===== config.mk =====
export PLATFORM = sky130hd
export DESIGN_NAME = alu_op_sequencer
export DESIGN_NICKNAME = d
export VERILOG_FILES = /design/src/rtl/alu_seq_pkg.sv /design/src/rtl/alu_op_fifo.sv /design/src/rtl/alu_op_sequencer.sv
export SDC_FILE = /design/constraint.sdc
export NUM_CORES = 1
export LEC_CHECK = 0
export BUFFER_PORTS_ARGS = -buffer_cell sky130_fd_sc_hd__buf_2
export CAP_MARGIN = 20
export CORE_MARGIN = 2
export CORE_UTILIZATION = 45
export CTS_BUF_LIST = sky130_fd_sc_hd__clkbuf_8
export DETAILED_ROUTE_END_ITERATION = 7
export PLACE_DENSITY = 0.71
export SLEW_MARGIN = 20
export SYNTH_ARGS = -nofsm -noshare
export SYNTH_HDL_FRONTEND = slang
export SYNTH_HIERARCHICAL = 1
export SYNTH_SLANG_ARGS = --single-unit

===== constraint.sdc =====
create_clock -name clk -period 2.1 [get_ports clk]
set_input_delay 0.21 -clock clk [delete_from_list [all_inputs] [get_ports clk]]
set_output_delay 0.21 -clock clk [all_outputs]
set_load 0.005 [all_outputs]

===== src/rtl/alu_seq_pkg.sv =====
// ============================================================================
// Module : alu_seq_pkg
// Brief  : Shared opcode constants and FSM encoding for the ALU op sequencer.
// Rev    : 1.0  initial release
// ============================================================================
`default_nettype none

package alu_seq_pkg;

    localparam logic [1:0] OP_AND = 2'b00;
    localparam logic [1:0] OP_OR  = 2'b01;
    localparam logic [1:0] OP_ADD = 2'b10;
    localparam logic [1:0] OP_SUB = 2'b11;

    typedef enum logic [1:0] {
        IDLE  = 2'd0,
        ISSUE = 2'd1,
        HOLD  = 2'd2
    } state_t;

endpackage

`default_nettype wire


===== src/rtl/alu_op_fifo.sv =====
// ============================================================================
// Module : alu_op_fifo
// Brief  : Power-of-two synchronous FIFO with occupancy count and full flag.
// Rev    : 1.0  initial release
// ============================================================================
`default_nettype none

module alu_op_fifo #(
    parameter int DEPTH = 4,
    parameter int WIDTH = 6
) (
    input  logic                     clk,
    input  logic                     rst_n,
    input  logic                     push,
    input  logic                     pop,
    input  logic [WIDTH-1:0]         wdata,
    output logic [WIDTH-1:0]         rdata,
    output logic [$clog2(DEPTH):0]   count,
    output logic                     full
);

    localparam int PTRW = $clog2(DEPTH);
    localparam int CW   = PTRW + 1;

    logic [WIDTH-1:0] r_mem [DEPTH];
    logic [PTRW-1:0]  r_wptr;
    logic [PTRW-1:0]  r_rptr;
    logic [CW-1:0]    r_count;
    logic             w_push;
    logic             w_pop;

    // Requests are ignored when they cannot be honoured, so the pointers stay coherent.
    assign w_push = push && (r_count != CW'(DEPTH));
    assign w_pop  = pop  && (r_count != '0);

    always_ff @(posedge clk or negedge rst_n) begin
        if (!rst_n) begin
            r_wptr  <= '0;
            r_rptr  <= '0;
            r_count <= '0;
        end else begin
            if (w_push) r_wptr <= r_wptr + PTRW'(1);
            if (w_pop)  r_rptr <= r_rptr + PTRW'(1);
            if (w_push && !w_pop)
                r_count <= r_count + CW'(1);
            else if (!w_push && w_pop)
                r_count <= r_count - CW'(1);
        end
    end

    always_ff @(posedge clk) begin
        if (w_push) r_mem[r_wptr] <= wdata;
    end

    assign rdata = r_mem[r_rptr];
    assign count = r_count;
    assign full  = (r_count == CW'(DEPTH));

endmodule

`default_nettype wire


===== src/rtl/alu_op_sequencer.sv =====
// ============================================================================
// Module : alu_op_sequencer
// Brief  : Queues ALU operations, issues them one at a time on registered ALU
//          inputs and returns captured results in order via valid/ready.
//          Optional macro ALU_SEQ_STATS_EN adds done_cnt and stall outputs.
// Rev    : 1.0  initial release
// ============================================================================
`default_nettype none

module alu_op_sequencer
    import alu_seq_pkg::*;
#(
    parameter int OPW   = 2,
    parameter int DEPTH = 4
) (
    input  logic           clk,
    input  logic           rst_n,
    input  logic           op_valid,
    output logic           op_ready,
    input  logic [OPW-1:0] op_a,
    input  logic [OPW-1:0] op_b,
    input  logic [1:0]     op_sel,
    output logic [OPW-1:0] alu_a,
    output logic [OPW-1:0] alu_b,
    output logic [1:0]     alu_sel,
    input  logic [OPW:0]   alu_result,
    output logic           res_valid,
    input  logic           res_ready,
    output logic [OPW:0]   res_data,
    output logic [1:0]     res_sel
`ifdef ALU_SEQ_STATS_EN
    ,
    output logic [7:0]     done_cnt,
    output logic           stall
`endif
);

    localparam int PTRW = $clog2(DEPTH);
    localparam int EW   = 2*OPW + 2;

    state_t           r_state;
    state_t           w_state_nxt;
    logic             w_pop;
    logic             w_capture;
    logic             w_res_clr;
    logic             w_push;
    logic             w_full;
    logic             w_empty;
    logic [PTRW:0]    w_count;
    logic [EW-1:0]    w_rdata;
    logic [OPW-1:0]   r_alu_a;
    logic [OPW-1:0]   r_alu_b;
    logic [1:0]       r_alu_sel;
    logic             r_res_valid;
    logic [OPW:0]     r_res_data;
    logic [1:0]       r_res_sel;

    assign op_ready = !w_full;
    assign w_push   = op_valid && op_ready;
    assign w_empty  = (w_count == '0);

    alu_op_fifo #(
        .DEPTH (DEPTH),
        .WIDTH (EW)
    ) u_fifo (
        .clk   (clk),
        .rst_n (rst_n),
        .push  (w_push),
        .pop   (w_pop),
        .wdata ({op_a, op_b, op_sel}),
        .rdata (w_rdata),
        .count (w_count),
        .full  (w_full)
    );

    always_ff @(posedge clk or negedge rst_n) begin
        if (!rst_n) r_state <= IDLE;
        else        r_state <= w_state_nxt;
    end

    always_comb begin
        w_state_nxt = r_state;
        w_pop       = 1'b0;
        w_capture   = 1'b0;
        w_res_clr   = 1'b0;
        case (r_state)
            IDLE: begin
                if (!w_empty) begin
                    w_pop       = 1'b1;
                    w_state_nxt = ISSUE;
                end
            end
            ISSUE: begin
                w_capture   = 1'b1;
                w_state_nxt = HOLD;
            end
            HOLD: begin
                // res_valid is always set in HOLD, so res_ready alone completes the handshake.
                if (res_ready) begin
                    w_res_clr = 1'b1;
                    if (!w_empty) begin
                        w_pop       = 1'b1;
                        w_state_nxt = ISSUE;
                    end else begin
                        w_state_nxt = IDLE;
                    end
                end
            end
            default: w_state_nxt = IDLE;
        endcase
    end

    always_ff @(posedge clk or negedge rst_n) begin
        if (!rst_n) begin
            r_alu_a     <= '0;
            r_alu_b     <= '0;
            r_alu_sel   <= '0;
            r_res_valid <= 1'b0;
            r_res_data  <= '0;
            r_res_sel   <= '0;
        end else begin
            if (w_pop) begin
                r_alu_a   <= w_rdata[EW-1 -: OPW];
                r_alu_b   <= w_rdata[OPW+1 -: OPW];
                r_alu_sel <= w_rdata[1:0];
            end
            if (w_capture) begin
                r_res_data  <= alu_result;
                r_res_sel   <= r_alu_sel;
                r_res_valid <= 1'b1;
            end else if (w_res_clr) begin
                r_res_valid <= 1'b0;
            end
        end
    end

    assign alu_a     = r_alu_a;
    assign alu_b     = r_alu_b;
    assign alu_sel   = r_alu_sel;
    assign res_valid = r_res_valid;
    assign res_data  = r_res_data;
    assign res_sel   = r_res_sel;

`ifdef ALU_SEQ_STATS_EN
    logic [7:0] r_done_cnt;
    logic       r_stall;

    always_ff @(posedge clk or negedge rst_n) begin
        if (!rst_n) begin
            r_done_cnt <= '0;
            r_stall    <= 1'b0;
        end else begin
            if (r_res_valid && res_ready) r_done_cnt <= r_done_cnt + 8'd1;
            r_stall <= op_valid && !op_ready;
        end
    end

    assign done_cnt = r_done_cnt;
    assign stall    = r_stall;
`endif

endmodule

`default_nettype wire

==> summary.md, run 1 <==
| Metric | Value |
|---|---|
| Yosys warning total | `6` |
| Crit-path max FO | `5` |
| Vias | `between 900 and 1,000` |
| Fill cell count | `323` |
| Register bit count reported by yosys | `45` |
| Initial antenna violation count | `0` |
| Core box area | `between 4000 and 5000 um^2` |
| Pwr Total | `between 3 and 4 mW` |
| Crit path arrival time | `~2.2 ns` |
| Clock buffer depth | `2` |
| Most used cell along the critical path | `xor2_1` |
| DRC Markers | `0` |
| Final setup viols | `0` |
| Hold Worst Slack | `approximately 0.12 ns` |
| Data required time of the worst path | `2.32 ns` |
| Setup CP Type | `register to register` |
| Root buffer cell | `clkbuf_8` |
| Int Pwr | `between 2 and 2.5 mW` |
| Wire length per cell | `14.8 um` |
| DRT iter0 DRCs | `18` |
| Final slew viol count | `0` |
| Final Hold Fails | `0` |
| Starting Density | `between 40% and 50%` |
| CP endpoint kind | `register` |
| Syn_area_per_cell | `around 18 um^2` |
| Synth area leaders | `edfxtp_1 (39%), dfrtp_1 (28%), mux2_2 (7.2%), mux4_2 (7.2%), ha_1 (3.3%)` |
| Area growth from synthesis to layout | `19.0%` |
| Most common cell after layout, fill and taps aside | `buf_2` |
| Gate Count Post-Synth | `approximately 110` |
| Net count after synthesis | `125` |
| HP Class | `input pin to register` |
| Vias in the first global route | `between 900 and 1,000` |
| Register area share after synthesis | `66.6%` |
| Max Cap Viol | `0` |
| Place WS | `-0.00674 ns` |
| Layout cells sized above 1 | `approximately half` |
| Clock slew at reported path FFs | `~0.090 ns` |
| Biggest area consumer among synthesized cells | `edfxtp_1` |
| Critical path's top delay family | `simple AND/OR/NAND/NOR gates` |
| Psw | `1.06 mW` |
| Cells along the critical path | `or3_4, nand2_4, ha_4, inv_1, fa_1, xor2_1, nor2_1, xor2_1` |
| Grt total ovfl | `0` |
| H-tree depth | `2` |
| Period utilization | `a little over nine tenths` |
| Flop-to-flop setup slack | `around 0.08 ns` |
| First-pass GRT wire length | `4630 um` |
| Buf/Inv on CP | `1` |
| Sequential share of power | `between 40% and 50%` |
| Final Critical Period | `2.02 ns` |
| Die width | `68.5 um` |
| Sw Share | `approximately a third` |
| Mapped cell area | `between 1500 and 2000 um^2` |
| Largest net degree at the start of global routing | `22` |
| Placer Congestion | `just under 0.7` |
| Yosys top cell area share | `around 39%` |
| Fin Setup TNS | `0 ns` |
| Final WS setup | `about 0.081 ns` |
| Placed cell areas | `approximately 2100 um^2` |
| ANT cells | `0` |
| DRT antenna net count | `0` |
| Dpl hpwl | `approximately 2000 um` |
| # IOs | `26` |
| Logic pwr share | `around two fifths` |
| Synth unique cells | `29` |
| CP peak stage delay | `between 0.4 and 0.5 ns` |
| Clk_lat worst skew | `roughly 0.30 ns` |
| Row cnt | `23` |
| Slew headroom | `between 60% and 70%` |
| FMAX | `495 MHz` |
| Max stage delay cell, worst path | `dfrtp_2` |
| P_leak | `roughly 0.9 nW` |
| Pwr dens | `between 1500 and 2000 nW/um^2` |
| Drt via density | `4.94` |
| TritonCTS clock tree | `done` |
| Worst VDD drop | `0.724 mV` |
| Clock network power share | `approximately 16%` |
| Setup Skew | `about 0.0075 ns` |
| Post-Route WL | `~2900 um` |
| Die Span Y | `between 60 and 70 um` |
| Critical path startpoint category | `register` |
| Clock sinks | `45` |
| Tightest Pin Transition | `0.476 ns` |
| Port bufs | `25` |
| Most frequent cells in the layout | `buf_2 (25), edfxtp_1 (24), dfrtp_1 (19)` |
| Total iterations of the first detailed-routing run | `4` |
| Run status | `finished, final reports clean` |
| Final net count | `approximately 160` |
| Final Cell Area | `around 2200 um^2` |
| Die area | `4690 um^2` |
| Total GRT Usage | `approximately 15%` |
| Cts bufs inserted | `5` |
## stage by stage
stage	util, %	instances
final	55.6	194
after global placement	51.7	182
after floorplan	-	106
after CTS	54.5	192
after global routing	55.6	194
after detailed placement	51.7	182
## cells in the mapped netlist
library cell,count
xor2_1,2
or3_1,1
buf_2,1
and2_2,3
mux2_4,1
inv_1,6
nand2_1,2
o21ai_0,1
mux4_2,6
buf_6,1
nor3_4,1
a21o_2,1
ha_1,5
dfrtp_1,21
buf_1,1
nor2_4,1
nor2b_1,1
xnor2_1,4
edfxtp_1,24
nor2_1,3
nor3_2,1
a21oi_1,1
nor3b_4,1
fa_1,1
nor3_1,1
mux2_2,12
nand3_1,1
nor2b_4,1
nor2b_2,1
## worst paths after layout
kind,start,cells after the start,endpoint
worst min-delay path,op_b[0],1,u_fifo/r_mem[3][2]$_DFFE_PP_
worst min register to register,alu_b[1]$_DFFE_PN0P_,1,alu_b[1]$_DFFE_PN0P_
min in group asynchronous,rst_n,2,alu_sel[1]$_DFFE_PN0P_
max in group asynchronous,rst_n,2,u_fifo/count[1]$_DFFE_PN0P_
worst max register to register,u_fifo/count[0]$_DFFE_PN0P_,8,u_fifo/count[2]$_DFFE_PN0P_
worst max-delay path,u_fifo/count[0]$_DFFE_PN0P_,8,u_fifo/count[2]$_DFFE_PN0P_
## flip-flops by register name (all words and copies together) (netlist names)
name	cells
u_fifo/r_rptr	2
res_data	3
alu_a	2
alu_sel	2
u_fifo/r_wptr	2
res_valid	1
alu_b	2
u_fifo/count	3
r_state	2
u_fifo/r_mem	24
res_sel	2
## logic make-up (layout without fill, tap and decap cells)
family	count (synthesis)	after routing	synth area share (%)
flip-flops	45	45	66.6
multiplexers	19	19	15.3
AND/OR/NAND/NOR	18	18	7.63
buffers and inverters	9	47	2.27
adder cells (fa/ha/maj)	6	6	4.41
XOR/XNOR	6	6	2.81
AO/OA/AOI/OAI	3	3	1.00
## worst reg2reg max path, cell delays in order (launching register included)
cell     delay, ns
dfrtp_2       0.46
or3_4         0.42
nand2_4       0.10
ha_4          0.13
inv_1         0.04
fa_1          0.37
xor2_1        0.15
nor2_1        0.13
xor2_1        0.15
## power groups by stage
stage,Sequential [mW],Combinational (mW),Clock (mW)
detailed placement,1.53,1.21,0
global placement,1.51,1.15,0
floorplan,1.45,0.920,0
CTS,1.51,1.23,0.543
global route,1.56,1.46,0.587
finish,1.50,1.31,0.527
## area by class of cell
type,count,area [um^2],share of cell area (%)
clock inverter,3,21.3,0.956
tap,50,62.6,2.81
inverter,6,22.5,1.01
sequential,45,1250,56.1
timing repair buffer,33,188,8.43
multi-input combinational,52,614,27.6
clock buffer,5,68.8,3.09
## routing by layer
metal | global-route usage, % | vias up | wire (um)
met4 | 7.50 | 0 | 67
met5 | 0 | - | 0
met2 | 24.9 | 16 | 1560
met3 | 4.44 | 7 | 98
li1 | - | 455 | -
met1 | 16.1 | 480 | 1150
## what timing repair did
| item | CTS | global route |
|---|---|---|
| resized for setup | 2 | 7 |
| cloned | 0 | 0 |
| pin swaps | 0 | 2 |
| hold buffers | 1 | 0 |
| endpoints found under the setup margin | 1 | 2 |
| buffers inserted | 1 | 2 |
| hold endpoints to repair | 21 | 0 |
Power figures use the tool's default switching activity.
==> run 2, diff against run 1 <==
SYNTH_HIERARCHICAL = not set   (was 1)
==> run 2 against run 1 <==
Effect of this change: synthesized area is 2.9% lower; sequential share of layout area is 2.5 points higher; total power is 4.7% lower; routed wire length is 1.8% lower; fmax is 4.2% higher; highest routed layer unchanged.
==> summary.md, run 2 <==
| Metric | Value |
|---|---|
| ANT cells | `0` |
| Synth area leaders | `edfxtp_1 (40%), dfrtp_1 (29%), mux2_2 (8.1%), mux4_2 (7.4%), ha_1 (3.4%)` |
| Non-Filler Instances | `~190` |
| Root buffer cell | `clkbuf_8` |
| Layout cells sized above 1 | `a little over two fifths` |
| Worst VDD drop | `0.684 mV` |
| Setup Skew | `approximately 0.012 ns` |
| Pwr dens | `1500 nW/um^2` |
| Die area | `between 4000 and 5000 um^2` |
| Vias | `932` |
| Yosys warning total | `0` |
| DRC Markers | `0` |
| Die width | `between 60 and 70 um` |
| HP Class | `input pin to register` |
| Synth unique cells | `21` |
| Final Critical Period | `around 1.9 ns` |
| Clock sinks | `45` |
| Hold depth | `1` |
| Setup CP Type | `register to register` |
| Share of flip-flops with an asynchronous set or reset | `46.7%` |
| Max Cap Viol | `0` |
| CP endpoint kind | `register` |
| Period utilization | `92.3%` |
| Initial antenna violation count | `0` |
| Max reg flops | `24` |
| Most common cell after layout, fill and taps aside | `buf_2` |
| Net count after synthesis | `120` |
| DRT antenna net count | `0` |
| Synth top cells by count | `edfxtp_1 (24), dfrtp_1 (21), mux2_2 (13), inv_1 (6), mux4_2 (6)` |
| Final Hold Fails | `0` |
| Grt total ovfl | `0` |
| Most flops, register | `u_fifo.r_mem` |
| Crit-path max FO | `4` |
| Most frequent cells in the layout | `buf_2 (25), edfxtp_1 (24), dfrtp_1 (20)` |
| Postcts setup bufs | `0` |
| Sw Share | `a little under a third` |
| Area growth from synthesis to layout | `17.2%` |
| Final net count | `153` |
| FMAX | `approximately 520 MHz` |
| Int Pwr | `approximately 2.2 mW` |
| Drt via density | `around 5` |
| Fin Setup TNS | `0 ns` |
| Post-synth EDFFs | `24` |
| Gate Count Post-Synth | `101` |
| Final slew viol count | `0` |
| Row cnt | `23` |
| Critical path startpoint category | `register` |
| Register area share after synthesis | `68.6%` |
| Psw | `slightly below 1 mW` |
| Final setup viols | `0` |
| Sequential share of power | `47.4%` |
| Vias in the first global route | `between 900 and 1,000` |
| Run status | `finished, final reports clean` |
| RSZ-0062 raised after global routing | `false` |
| Count leader, synth | `edfxtp_1` |
| Slew headroom | `between 60% and 70%` |
| Syn_area_per_cell | `~18 um^2` |
| Post-Route WL | `2820 um` |
| Tightest Pin Transition | `~0.47 ns` |
| Biggest area consumer among synthesized cells | `edfxtp_1` |
| # IOs | `26` |
| P_leak | `0.871 nW` |
| Prevailing post-synth register cell | `edfxtp_1` |
| Starting Density | `about 46%` |
| Mapped cell area | `roughly 1800 um^2` |
| Total iterations of the first detailed-routing run | `4` |
| Register bit count reported by yosys | `45` |
| Wire length per cell | `approximately 15 um` |
| DRT iter0 DRCs | `31` |
| Cts bufs inserted | `5` |
| Logic pwr share | `between 30% and 40%` |
| Clock network power share | `about a fifth` |
| Port bufs | `25` |
| Clk_lat worst skew | `about 0.3 ns` |
| Worst R2R Path Depth | `9` |
| Dpl hpwl | `2070 um` |
| Total GRT Usage | `15.1%` |
| Yosys top cell area share | `39.7%` |
| Clock buffer depth | `2` |
| Core box area | `between 3000 and 4000 um^2` |
| # placed instances | `between 150 and 200` |
| Data required time of the worst path | `~2.3 ns` |
| Die Span Y | `between 60 and 70 um` |
| Clock slew at reported path FFs | `0.08 ns` |
| TritonCTS clock tree | `done` |
| Fill cell count | `between 300 and 400` |
| H-tree depth | `2` |
| Largest net degree at the start of global routing | `22` |
| Crit path arrival time | `between 2 and 2.5 ns` |
| Placer Congestion | `roughly 0.74` |
| First-pass GRT wire length | `4630 um` |
## run 2: timing repair
| item | in CTS | in global routing |
|---|---|---|
| hold endpoints to repair | 21 | 0 |
| hold buffers | 1 | 0 |
| resized for setup | 0 | 2 |
| setup endpoints to repair | 0 | 1 |
## run 2: worst max-delay path, stage by stage (launching register included)
cell and delay [ns]:
dfrtp_2 0.45, nor3_4 0.25, nor3_4 0.07, inv_1 0.06, ha_1 0.18, inv_1 0.06, fa_1 0.37, xor2_1 0.16
nor2_1 0.13, xor2_1 0.15
## run 2: stage by stage
step / cell area [um^2] / total power [mW] / setup slack, ns / hold WS (ns) / util, %
5_1_grt: 2130 / 3.42 / 0.0120 / 0.114 / 54.0
6_report: 2130 / 3.18 / 0.162 / 0.122 / 54.0
3_5_place_dp: 2000 / 2.59 / 0.0987 / 0.195 / 50.8
3_3_place_gp: 2000 / 2.51 / 0.204 / 0.194 / 50.8
2_1_floorplan: 1820 / 2.24 / 0.115 / -0.0856 / -
4_1_cts: 2120 / 3.21 / 0.0759 / 0.116 / 53.8
## run 2: layer usage
metal / up-vias / routed length [um] / part of all wire [%] / GRT usage (%)
met3: 6 / 112 / 4.0 / 6.00
met1: 480 / 1030 / 37 / 16.1
met5: - / 0 / 0 / 0
met4: 0 / 59 / 2.1 / 6.89
met2: 14 / 1610 / 57 / 26.1
li1: 432 / - / - / -
## run 2: cells by family after synthesis
kind of cell             Yosys count  synth area share [%]
adder cells (fa/ha/maj)            6                  4.55
flip-flops                        45                  68.6
XOR/XNOR                           6                  2.89
buffers and inverters              8                  2.07
multiplexers                      19                  15.5
AND/OR/NAND/NOR                   13                  4.76
AO/OA/AOI/OAI                      4                  1.59
## run 2: worst paths after layout
kind | from | endpoint | slack, ns
setup / recovery | u_fifo.count[0]$_DFFE_PN0P_ | u_fifo.count[2]$_DFFE_PN0P_ | 0.16
hold / removal | op_sel[0] | u_fifo.r_mem[3][0]$_DFFE_PP_ | 0.12
setup reg to reg | u_fifo.count[0]$_DFFE_PN0P_ | u_fifo.count[2]$_DFFE_PN0P_ | 0.16
hold reg to reg | r_state[1]$_DFFE_PN0P_ | res_valid$_DFFE_PN0P_ | 0.50
max in group asynchronous | rst_n | u_fifo.count[0]$_DFFE_PN0P_ | 1.34
min in group asynchronous | rst_n | alu_a[0]$_DFFE_PN0P_ | 0.40
## run 2: power groups by stage
| stage | registers [mW] | clock network [mW] | logic [mW] |
|---|---|---|---|
| after floorplan | 1.43 | 0 | 0.809 |
| after global placement | 1.50 | 0 | 1.01 |
| after detailed placement | 1.53 | 0 | 1.06 |
| after CTS | 1.51 | 0.635 | 1.07 |
| after global routing | 1.56 | 0.670 | 1.18 |
| final | 1.51 | 0.626 | 1.05 |
## run 2: area by class of cell
| type | instances | area (um^2) | area share, % |
|---|---|---|---|
| Clock buffer | 5 | 68.8 | 3.23 |
| Sequential cell | 45 | 1250 | 58.6 |
| Multi-Input combinational cell | 48 | 538 | 25.3 |
| Clock inverter | 3 | 38.8 | 1.82 |
| Timing Repair Buffer | 28 | 150 | 7.05 |
| Tap cell | 50 | 62.6 | 2.94 |
| Inverter | 6 | 22.5 | 1.06 |
